File: config.mk
export PLATFORM = sky130hd
export DESIGN_NAME = led_frame_sched_flat
export DESIGN_NICKNAME = d
export VERILOG_FILES = /design/src/rtl/led_pkg.sv /design/src/rtl/led_frame_sched_if.sv /design/src/rtl/led_cycle_timer.sv /design/src/rtl/led_frame_sched.sv /design/src/flat_wrapper.sv
export SDC_FILE = /design/constraint.sdc
export NUM_CORES = 1
export LEC_CHECK = 0
export CORE_ASPECT_RATIO = 1.75
export CORE_MARGIN = 3
export CORE_UTILIZATION = 40
export DETAILED_ROUTE_END_ITERATION = 6
export GPL_ROUTABILITY_DRIVEN = 0
export PLACE_DENSITY_LB_ADDON = 0.05
export SLEW_MARGIN = 20
export SYNTH_ARGS = -nofsm -noshare
export SYNTH_HDL_FRONTEND = slang
export SYNTH_SLANG_ARGS = --single-unit
File: constraint.sdc
create_clock -name clk -period 6.05 [get_ports clk]
set_input_delay 1.21 -clock clk [delete_from_list [all_inputs] [get_ports clk]]
set_output_delay 1.21 -clock clk [all_outputs]
set_load 0.01 [all_outputs]
File: src/rtl/led_pkg.sv
// Shared constants and types for the WS2812 frame scheduler and its serializer.
package led_pkg;

  localparam logic [7:0] ADDR_CTRL  = 8'hC2;
  localparam logic [7:0] ADDR_INDEX = 8'hC3;
  localparam logic [7:0] ADDR_G     = 8'hC4;
  localparam logic [7:0] ADDR_R     = 8'hC5;
  localparam logic [7:0] ADDR_B     = 8'hC6;
  localparam logic [7:0] ADDR_LEN   = 8'hC7;

  // Cycle counts at 50 MHz: 60 us latch gap, 20 ms refresh, 0.4/0.8 us high times.
  localparam int unsigned LED_RESET_CYC   = 3000;
  localparam int unsigned LED_REFRESH_CYC = 1_000_000;
  localparam int unsigned T0H_CYC         = 20;
  localparam int unsigned T1H_CYC         = 40;

  typedef enum logic [2:0] {
    IDLE,
    LOAD,
    SEND,
    DRAIN,
    GAP
  } state_t;

  typedef struct packed {
    logic [7:0] g;
    logic [7:0] r;
    logic [7:0] b;
  } pixel_t;

endpackage

File: src/rtl/led_frame_sched_if.sv
// Pixel stream between the frame scheduler (master) and the bit serializer (slave).
interface led_frame_sched_if;
  import led_pkg::*;

  logic   pix_valid;
  pixel_t pix_data;
  logic   pix_last;
  logic   pix_ready;
  logic   ser_busy;

  modport master (
    output pix_valid, pix_data, pix_last,
    input  pix_ready, ser_busy
  );

  modport slave (
    input  pix_valid, pix_data, pix_last,
    output pix_ready, ser_busy
  );

endinterface

File: src/rtl/led_cycle_timer.sv
// Free-running 0..CYC-1 counter with a terminal-count pulse; load or !en holds it at 0.
module led_cycle_timer #(
  parameter int unsigned CYC = 3000
) (
  input  logic clk,
  input  logic rst_n,
  input  logic load,
  input  logic en,
  output logic tc
);

  localparam int unsigned W = (CYC > 1) ? $clog2(CYC) : 1;
  localparam logic [W-1:0] LAST = W'(CYC - 1);

  logic [W-1:0] cnt;

  // NOTE: sequential state is assigned with <= so every register samples pre-edge values.
  always_ff @(posedge clk) begin
    if (!rst_n || load || !en) begin
      cnt <= '0;
    end else begin
      cnt <= (cnt == LAST) ? '0 : cnt + 1'b1;
    end
  end

  assign tc = en && !load && (cnt == LAST);

endmodule

File: src/rtl/led_frame_sched.sv
// WS2812 frame scheduler: SFR-written back buffer, snapshot to front buffer, pixel
// streaming over valid/ready, drain, latch gap, and an optional auto-refresh timer.
module led_frame_sched
  import led_pkg::*;
#(
  parameter int unsigned NUM_LEDS    = 8,
  parameter int unsigned RESET_CYC   = LED_RESET_CYC,
  parameter int unsigned REFRESH_CYC = LED_REFRESH_CYC
) (
  input  logic                     clk,
  input  logic                     rst_n,
  input  logic [7:0]               sfr_addr,
  input  logic [7:0]               controller_data_in,
  input  logic                     sfr_wr,
  led_frame_sched_if.master        pix,
  output logic                     busy,
  output logic                     frame_done
);

  localparam int unsigned IW = (NUM_LEDS > 1) ? $clog2(NUM_LEDS) : 1;
  localparam int unsigned LW = $clog2(NUM_LEDS + 1);
  localparam logic [IW-1:0] LAST_IDX = IW'(NUM_LEDS - 1);
  localparam logic [7:0]    MAX_LEN  = 8'(NUM_LEDS);
  localparam logic [LW-1:0] FULL_LEN = LW'(NUM_LEDS);

  state_t         state, state_next;
  pixel_t         back_buf  [NUM_LEDS];
  pixel_t         front_buf [NUM_LEDS];
  logic [7:0]     stage_g, stage_r;
  logic [IW-1:0]  wr_idx, rd_idx;
  logic [LW-1:0]  len;
  logic           auto_en, start_q, pending;
  logic           gap_tc, auto_tc;
  logic           ctrl_wr, is_last, accept;

  assign ctrl_wr = sfr_wr && (sfr_addr == ADDR_CTRL);
  assign is_last = (LW'(rd_idx) + LW'(1)) == len;
  assign accept  = (state == SEND) && pix.pix_ready;

  led_cycle_timer #(.CYC(RESET_CYC)) u_gap_timer (
    .clk   (clk),
    .rst_n (rst_n),
    .load  (state != GAP),
    .en    (state == GAP),
    .tc    (gap_tc)
  );

  led_cycle_timer #(.CYC(REFRESH_CYC)) u_refresh_timer (
    .clk   (clk),
    .rst_n (rst_n),
    .load  (!auto_en),
    .en    (auto_en),
    .tc    (auto_tc)
  );

  // SFR decode and back buffer; the back buffer stays writable in every state.
  always_ff @(posedge clk) begin
    if (!rst_n) begin
      stage_g <= '0;
      stage_r <= '0;
      wr_idx  <= '0;
      len     <= FULL_LEN;
      auto_en <= 1'b0;
      start_q <= 1'b0;
      // NOTE: pixel memories get an explicit reset because black-after-reset is visible behaviour.
      for (int i = 0; i < NUM_LEDS; i++) back_buf[i] <= '0;
    end else begin
      start_q <= (ctrl_wr && controller_data_in[0]) || auto_tc;
      if (sfr_wr) begin
        case (sfr_addr)
          ADDR_CTRL:  auto_en <= controller_data_in[1];
          ADDR_INDEX: wr_idx  <= IW'(controller_data_in % NUM_LEDS);
          ADDR_G:     stage_g <= controller_data_in;
          ADDR_R:     stage_r <= controller_data_in;
          ADDR_B: begin
            back_buf[wr_idx] <= '{g: stage_g, r: stage_r, b: controller_data_in};
            wr_idx           <= (wr_idx == LAST_IDX) ? '0 : wr_idx + 1'b1;
          end
          ADDR_LEN: begin
            if (controller_data_in == 8'd0 || controller_data_in > MAX_LEN) len <= FULL_LEN;
            else                                                              len <= LW'(controller_data_in);
          end
          default: ;
        endcase
      end
    end
  end

  always_ff @(posedge clk) begin
    if (!rst_n) state <= IDLE;
    else        state <= state_next;
  end

  // NOTE: next state gets a default before the case so no path infers a latch.
  always_comb begin
    state_next = state;
    case (state)
      IDLE:    if (start_q || pending) state_next = LOAD;
      LOAD:    state_next = SEND;
      SEND:    if (accept && is_last) state_next = DRAIN;
      DRAIN:   if (!pix.ser_busy) state_next = GAP;
      GAP:     if (gap_tc) state_next = IDLE;
      default: state_next = IDLE;
    endcase
  end

  // Front buffer snapshot, read pointer, one-deep start pending and the done pulse.
  always_ff @(posedge clk) begin
    if (!rst_n) begin
      rd_idx     <= '0;
      pending    <= 1'b0;
      frame_done <= 1'b0;
      for (int i = 0; i < NUM_LEDS; i++) front_buf[i] <= '0;
    end else begin
      frame_done <= (state == GAP) && gap_tc;
      if (state == IDLE) pending <= 1'b0;
      else if (start_q)  pending <= 1'b1;
      if (state == LOAD) begin
        front_buf <= back_buf;
        rd_idx    <= '0;
      end else if (accept && !is_last) begin
        rd_idx <= rd_idx + 1'b1;
      end
    end
  end

  assign pix.pix_valid = (state == SEND);
  assign pix.pix_data  = (state == SEND) ? front_buf[rd_idx] : '0;
  assign pix.pix_last  = (state == SEND) && is_last;
  assign busy          = (state != IDLE);

endmodule

File: src/flat_wrapper.sv
// flat-port wrapper written by rule: the top's interface ports become plain ports
module led_frame_sched_flat import led_pkg::*;
#(
  parameter int unsigned NUM_LEDS    = 8,
  parameter int unsigned RESET_CYC   = LED_RESET_CYC,
  parameter int unsigned REFRESH_CYC = LED_REFRESH_CYC
)
  (clk, rst_n, sfr_addr, controller_data_in, sfr_wr, busy, frame_done, pix_pix_valid, pix_pix_data, pix_pix_last, pix_pix_ready, pix_ser_busy);
  led_frame_sched_if pix_i ();
  input  logic clk;
  input  logic rst_n;
  input  logic [7:0] sfr_addr;
  input  logic [7:0] controller_data_in;
  input  logic sfr_wr;
  output logic busy;
  output logic frame_done;
  output wire logic [$bits(pix_i.pix_valid)-1:0] pix_pix_valid;
  output wire logic [$bits(pix_i.pix_data)-1:0] pix_pix_data;
  output wire logic [$bits(pix_i.pix_last)-1:0] pix_pix_last;
  input wire logic [$bits(pix_i.pix_ready)-1:0] pix_pix_ready;
  input wire logic [$bits(pix_i.ser_busy)-1:0] pix_ser_busy;
  assign pix_pix_valid = pix_i.pix_valid;
  assign pix_pix_data = pix_i.pix_data;
  assign pix_pix_last = pix_i.pix_last;
  assign pix_i.pix_ready = pix_pix_ready;
  assign pix_i.ser_busy = pix_ser_busy;
  led_frame_sched #(.NUM_LEDS(NUM_LEDS), .RESET_CYC(RESET_CYC), .REFRESH_CYC(REFRESH_CYC)) u_core (.clk(clk), .rst_n(rst_n), .sfr_addr(sfr_addr), .controller_data_in(controller_data_in), .sfr_wr(sfr_wr), .pix(pix_i), .busy(busy), .frame_done(frame_done));
endmodule
; Word level (Yosys, flattened, before mapping)
; Index checks and enable logic that the tools add are counted.
[word_totals]
wordCells = 144
ff_bits = 449
latch_bits = 0
romBits = 0
mem_bits_rw = 0
in_bits = 21
memories = 0
output_inout_bits = 28
[classes]
order_cmp = 4
n_mux = 15
mul = 0
eq_ne = 19
bitwise_logic = 3
div_mod_pow = 0
n_reduce_logical = 38
add_sub_neg = 5
shift = 0
[ops]
columns = op, n
row1 = 192-bit bitwise mux, 1
row2 = 24-bit 2-to-1 mux, 4
row3 = 24-bit binary-select mux with 3-bit select, 1
row4 = 24-bit demux with 3-bit select, 1
row5 = 8-bit == test (second input constant), 6
row6 = 20-bit by 1-bit adder with 20-bit output (second input constant), 1
row7 = 20-bit == test (second input constant), 1
row8 = 3-bit 2-to-1 mux, 5
row9 = 3-bit one-hot mux with 5 select lines, 1
row10 = 12-bit by 1-bit adder with 12-bit output (second input constant), 1
row11 = 12-bit == test (second input constant), 1
row12 = 2-bit AND reduction, 6
row13 = 1-bit logical AND, 11
row14 = 4-bit greater-or-equal comparator (second input constant), 2
row15 = 8-bit by 4-bit > comparator with 1-bit output (second input constant), 1
row16 = 8-bit logical NOT, 1
row17 = 3-bit NOT with 4-bit output, 2
row18 = 2-bit OR reduction, 4
row19 = 1-bit logical OR, 7
row20 = 3-bit by 1-bit adder with 3-bit output (second input constant), 2
row21 = 3-bit by 2-bit == test with 1-bit output (second input constant), 2
row22 = 3-bit == test (second input constant), 2
row23 = 2-bit by 1-bit inequality test with 1-bit output (second input constant), 3
row24 = 3-bit one-hot mux with 2 select lines, 1
row25 = other kinds (13), 17

; Depth between registers and ports, before layout
[logic_depth]
depth_word = 6
ltp_mapped = 8
mapped_depth_nobuf = 6

; Hierarchy
; From an unflattened synthesis, not the netlist that was laid out.
[hier_totals]
hier_cells = 1925
hier_area_um2 = 17888.4
[modules_own_cells]
columns = module, seq_area_each_um2, cells_each, n_inst, area_each_um2
row1 = led_frame_sched, 8348.0, 1757, 1, 16412.0
row2 = led_cycle_timer (u_core.u_refresh_timer), 400.4, 108, 1, 923.4
row3 = led_cycle_timer (u_core.u_gap_timer), 240.2, 60, 1, 553.0

; Least setup slack after synthesis
; Ideal clock, no wire load.
[synth_path]
path_type = register to output
startpoint = register u_core.rd_idx[0]
endpoint = output port pix_pix_data[15]
path_slack_ps = 3074
stages_incl_launch_ff = 6
t_arrival_ps = 1766
n_path_buf = 2
required_time_ps = 4840
path_cell_list = dfxtp_1 -> clkbuf_1 -> buf_1 -> mux4_2 -> mux2i_1 -> nor2_1
[synth_between]
elab_chain_cells = 5
[synth_lines]
columns = element, line
row1 = start: declaration, led_frame_sched.sv:30  ; logic [IW-1:0] wr_idx, rd_idx;
row2 = start signal: assignment, led_frame_sched.sv:122  ; rd_idx <= rd_idx + 1'b1;
row3 = 3-bit NOT with 4-bit output (not written as such), led_frame_sched.sv:128  ; assign pix.pix_data = (state == SEND) ? front_buf[rd_idx] : '0;
row4 = 24-bit binary-select mux with 3-bit select, led_frame_sched.sv:128
row5 = 24-bit 2-to-1 mux (not written as such) (2 in series), led_frame_sched.sv:128
row6 = 24-bit 2-to-1 mux, led_frame_sched.sv:128
row7 = end: declaration, flat_wrapper.sv:18  ; output wire logic [$bits(pix_i.pix_data)-1:0] pix_pix_data;
; No other way between the ends. The select of a mux whose other input is x is not followed.

; Worst setup path after layout
[layout_path]
startpoint = register u_core.rd_idx[0]
endpoint = output port pix_pix_last
[layout_between]
elab_chain_cells = 3
[layout_lines]
columns = element, line
row1 = 3-bit by 1-bit adder with 4-bit output, led_frame_sched.sv:37  ; assign is_last = (LW'(rd_idx) + LW'(1)) == len;
row2 = 4-bit == test, led_frame_sched.sv:37
row3 = 1-bit logical AND, led_frame_sched.sv:129  ; assign pix.pix_last = (state == SEND) && is_last;
row4 = end: declaration, flat_wrapper.sv:19  ; output wire logic [$bits(pix_i.pix_last)-1:0] pix_pix_last;
; No other way between the ends.

==> results.sh <==
export IMPL_max_freq_mhz=228
export IMPL_netlist_area_sq_mm=0.0187
export IMPL_wl_per_cell_um=18.2
export IMPL_synth_common_cells="nand2_1, dfxtp_1, a21boi_0"
export IMPL_gr_usage_met3=0.0253
export IMPL_leakagePower_nw=6.43
export IMPL_synth_edff_count=0
export IMPL_io_buffers=48
export IMPL_cts_buffers=43
export IMPL_via_count=13902
export IMPL_drc=0
export IMPL_grt_pass1_vias=13825
export IMPL_via_per_inst=5.17
export IMPL_ctsResizeCount=0
export IMPL_die_h_um=292
export IMPL_period_share=0.725
export IMPL_finClkSkew_ps=14.8
export IMPL_grt_antenna_before_repair=0
export IMPL_cap_violations=0
export IMPL_met1_usage=0.224
export IMPL_fin_setup_tns_ps=0
export IMPL_worstPathRequired_ps=4840
export IMPL_yosys_warnings=0
export IMPL_num_rows=104
export IMPL_top_usage_layer="met2"
export IMPL_drt_first_pass_iters=5
export IMPL_setup_worst_path_end_class="primary output"
export IMPL_nFillCells=4596
export IMPL_drive_gt1_frac=0.0802
export IMPL_period_minus_slack_ps=4380
export IMPL_initial_core_util=0.406
export IMPL_synth_area_per_cell_sq_um=8.72
export IMPL_synth_most_common_cell="nand2_1"
export IMPL_die_x_um=169
export IMPL_cts_tree="done"
export IMPL_clockBufferDepth=3
export IMPL_drv_slew=0
export IMPL_grt_use_met2=0.379
export IMPL_ys_seq_elements=449
export IMPL_synthDistinctLibCells=49
export IMPL_synth_top_cell_by_area="dfxtp_1"
export IMPL_hold_viol=0
export IMPL_hold_buffers=0
export IMPL_slew_headroom=0.208
export IMPL_insertion_delay_ps=550
export IMPL_setup_violations_final=0
export IMPL_dr_first_iter_drc_count=651
export IMPL_status="completed"
export IMPL_hold_depth=2
export IMPL_path_clk_slew_ps=60
export IMPL_cts_sinks=449
export IMPL_path_class="flip-flop to primary output"
export IMPL_rsz0062_at_grt="no"
export IMPL_core_sq_mm=0.0461
export IMPL_die_area_sq_mm=0.0495
export IMPL_wl_mm=49.1
export IMPL_grt_max_degree=195
export IMPL_worstRegToRegCells=6
export IMPL_stdcell_area_sq_mm=0.0208
export IMPL_cts_setup_buffers=0
export IMPL_grt_pass1_wl_mm=77.5
export IMPL_final_nets=2109
export IMPL_synth_nets=2169
export IMPL_power_mw=5.67
export IMPL_grt_usage=0.199
export IMPL_hold_class="flip-flop to flip-flop"
export IMPL_peakVddDrop_v=0.000219
export IMPL_critPathArrivalTime_ps=3170
export IMPL_clockRootBuffer="clkbuf_16"
export IMPL_areaGrowthSynthToFinish_pct=11.0
export IMPL_num_antenna_cells=0
export IMPL_dpl_cell_area_sq_mm=0.0194
export IMPL_startpoint_type="flip-flop"
export IMPL_worst_path_max_fanout=33
export IMPL_synth_area_top_cells="dfxtp_1, nand2_1, a21boi_0, mux4_2, clkbuf_1"
export IMPL_htree_num_levels=2
export IMPL_synth_top_area_frac=0.481
export IMPL_powerDensity_mw_per_mm2=273
export IMPL_tightest_slew_ps=1190
export IMPL_gr_total_overflow=0
export IMPL_ys_seq_area_frac=0.481
export IMPL_detailedPlacementHpwl_mm=28.7
export IMPL_synthArstFlopShare=0
export IMPL_synth_cells=2143
export IMPL_postRouteAntennaNets=0
export IMPL_synth_ff_type="dfxtp_1"
export IMPL_pin_count=49
## sequential cells by signal, summed over array words and instances (netlist names)
signal and cells:
u_core.auto_en 1, u_core.back_buf 192, u_core.frame_done 1, u_core.front_buf 192, u_core.len 4, u_core.pending 1
u_core.rd_idx 3, u_core.stage_g 8, u_core.stage_r 8, u_core.start_q 1, u_core.state 3, u_core.u_gap_timer.cnt 12
u_core.u_refresh_timer.cnt 20, u_core.wr_idx 3
## cells in the final DEF, fill, tap and decap left out, drive strengths merged, types with 3 or more instances in the layout
cell type      instances
a21boi               391
a21oi                  4
a22o                   3
and3                   5
and4                   5
buf                   23
clkbuf                65
clkdlybuf4s50         47
clkinv                 3
dfxtp                449
ha                     5
inv                    7
mux2i                 39
mux4                  48
nand2                804
nand2b                 5
nand3                 22
nand4                  8
nor2                  76
nor2b                 16
nor3                   8
nor3b                  3
nor4                   8
nor4b                  5
o211a                  4
or2                    3
or3                    3
xnor2                 12
xor2                  21
## layer usage
metal,vias to the layer above,share of wire
met2,185,0.53
met4,0,0.035
met5,-,0
met1,6699,0.40
met3,92,0.032
li1,6926,-
## report_power, final
group | switching, mW | internal [mW] | total [mW]
clock | 1.11 | 1.48 | 2.59
sequential | 0.00149 | 2.96 | 2.96
combinational | 0.0651 | 0.0530 | 0.118
total | 1.18 | 4.49 | 5.67
## area by class of cell
class | instances | area [sq um] | area share
multi-input cells | 1512 | 9000 | 0.433
flip-flops and latches | 449 | 8990 | 0.433
clock buffers | 65 | 1270 | 0.0612
well taps | 583 | 729 | 0.0351
repair buffers | 70 | 688 | 0.0332
clock inverters | 5 | 52.6 | 0.00253
inverters | 7 | 26.3 | 0.00127
## through the flow
| stage | hold WS (ps) | setup slack [ps] | cells | utilization |
|---|---|---|---|---|
| global placement | 433 | 1870 | 2621 | 0.422 |
| global route | 469 | 1450 | 2691 | 0.451 |
| floorplan | 418 | 3070 | 2143 | - |
| finish | 447 | 1670 | 2691 | 0.451 |
| CTS | 451 | 1550 | 2691 | 0.450 |
| detailed placement | 442 | 1750 | 2621 | 0.422 |
## critical path, cell delays in order (launching register included)
cell             delay [ps]
dfxtp_4                 840
ha_1                    330
xor2_1                  230
nand4_1                 160
a311o_1                 420
nor2_1                  100
clkdlybuf4s50_1         540
## cells by family after synthesis
logic type,share of synthesized area
simple gates,0.213
flops,0.481
compound gates,0.168
buf+inv,0.0406
mux,0.0787
xor+xnor,0.0155
fa+ha+maj,0.00335
## final timing paths
kind | from | end | slack [ps]
worst max-delay path | u_core.rd_idx[0]$_SDFFE_PP0P_ | pix_pix_last | 1670
worst min-delay path | u_core.back_buf[10]$_SDFFE_PN0P_ | u_core.back_buf[10]$_SDFFE_PN0P_ | 450
worst max register to register | u_core.rd_idx[2]$_SDFFE_PP0P_ | u_core.state[0]$_SDFFE_PN0P_ | 3350
worst min register to register | u_core.back_buf[10]$_SDFFE_PN0P_ | u_core.back_buf[10]$_SDFFE_PN0P_ | 450
No activity file was read; power rests on OpenSTA's default activity.
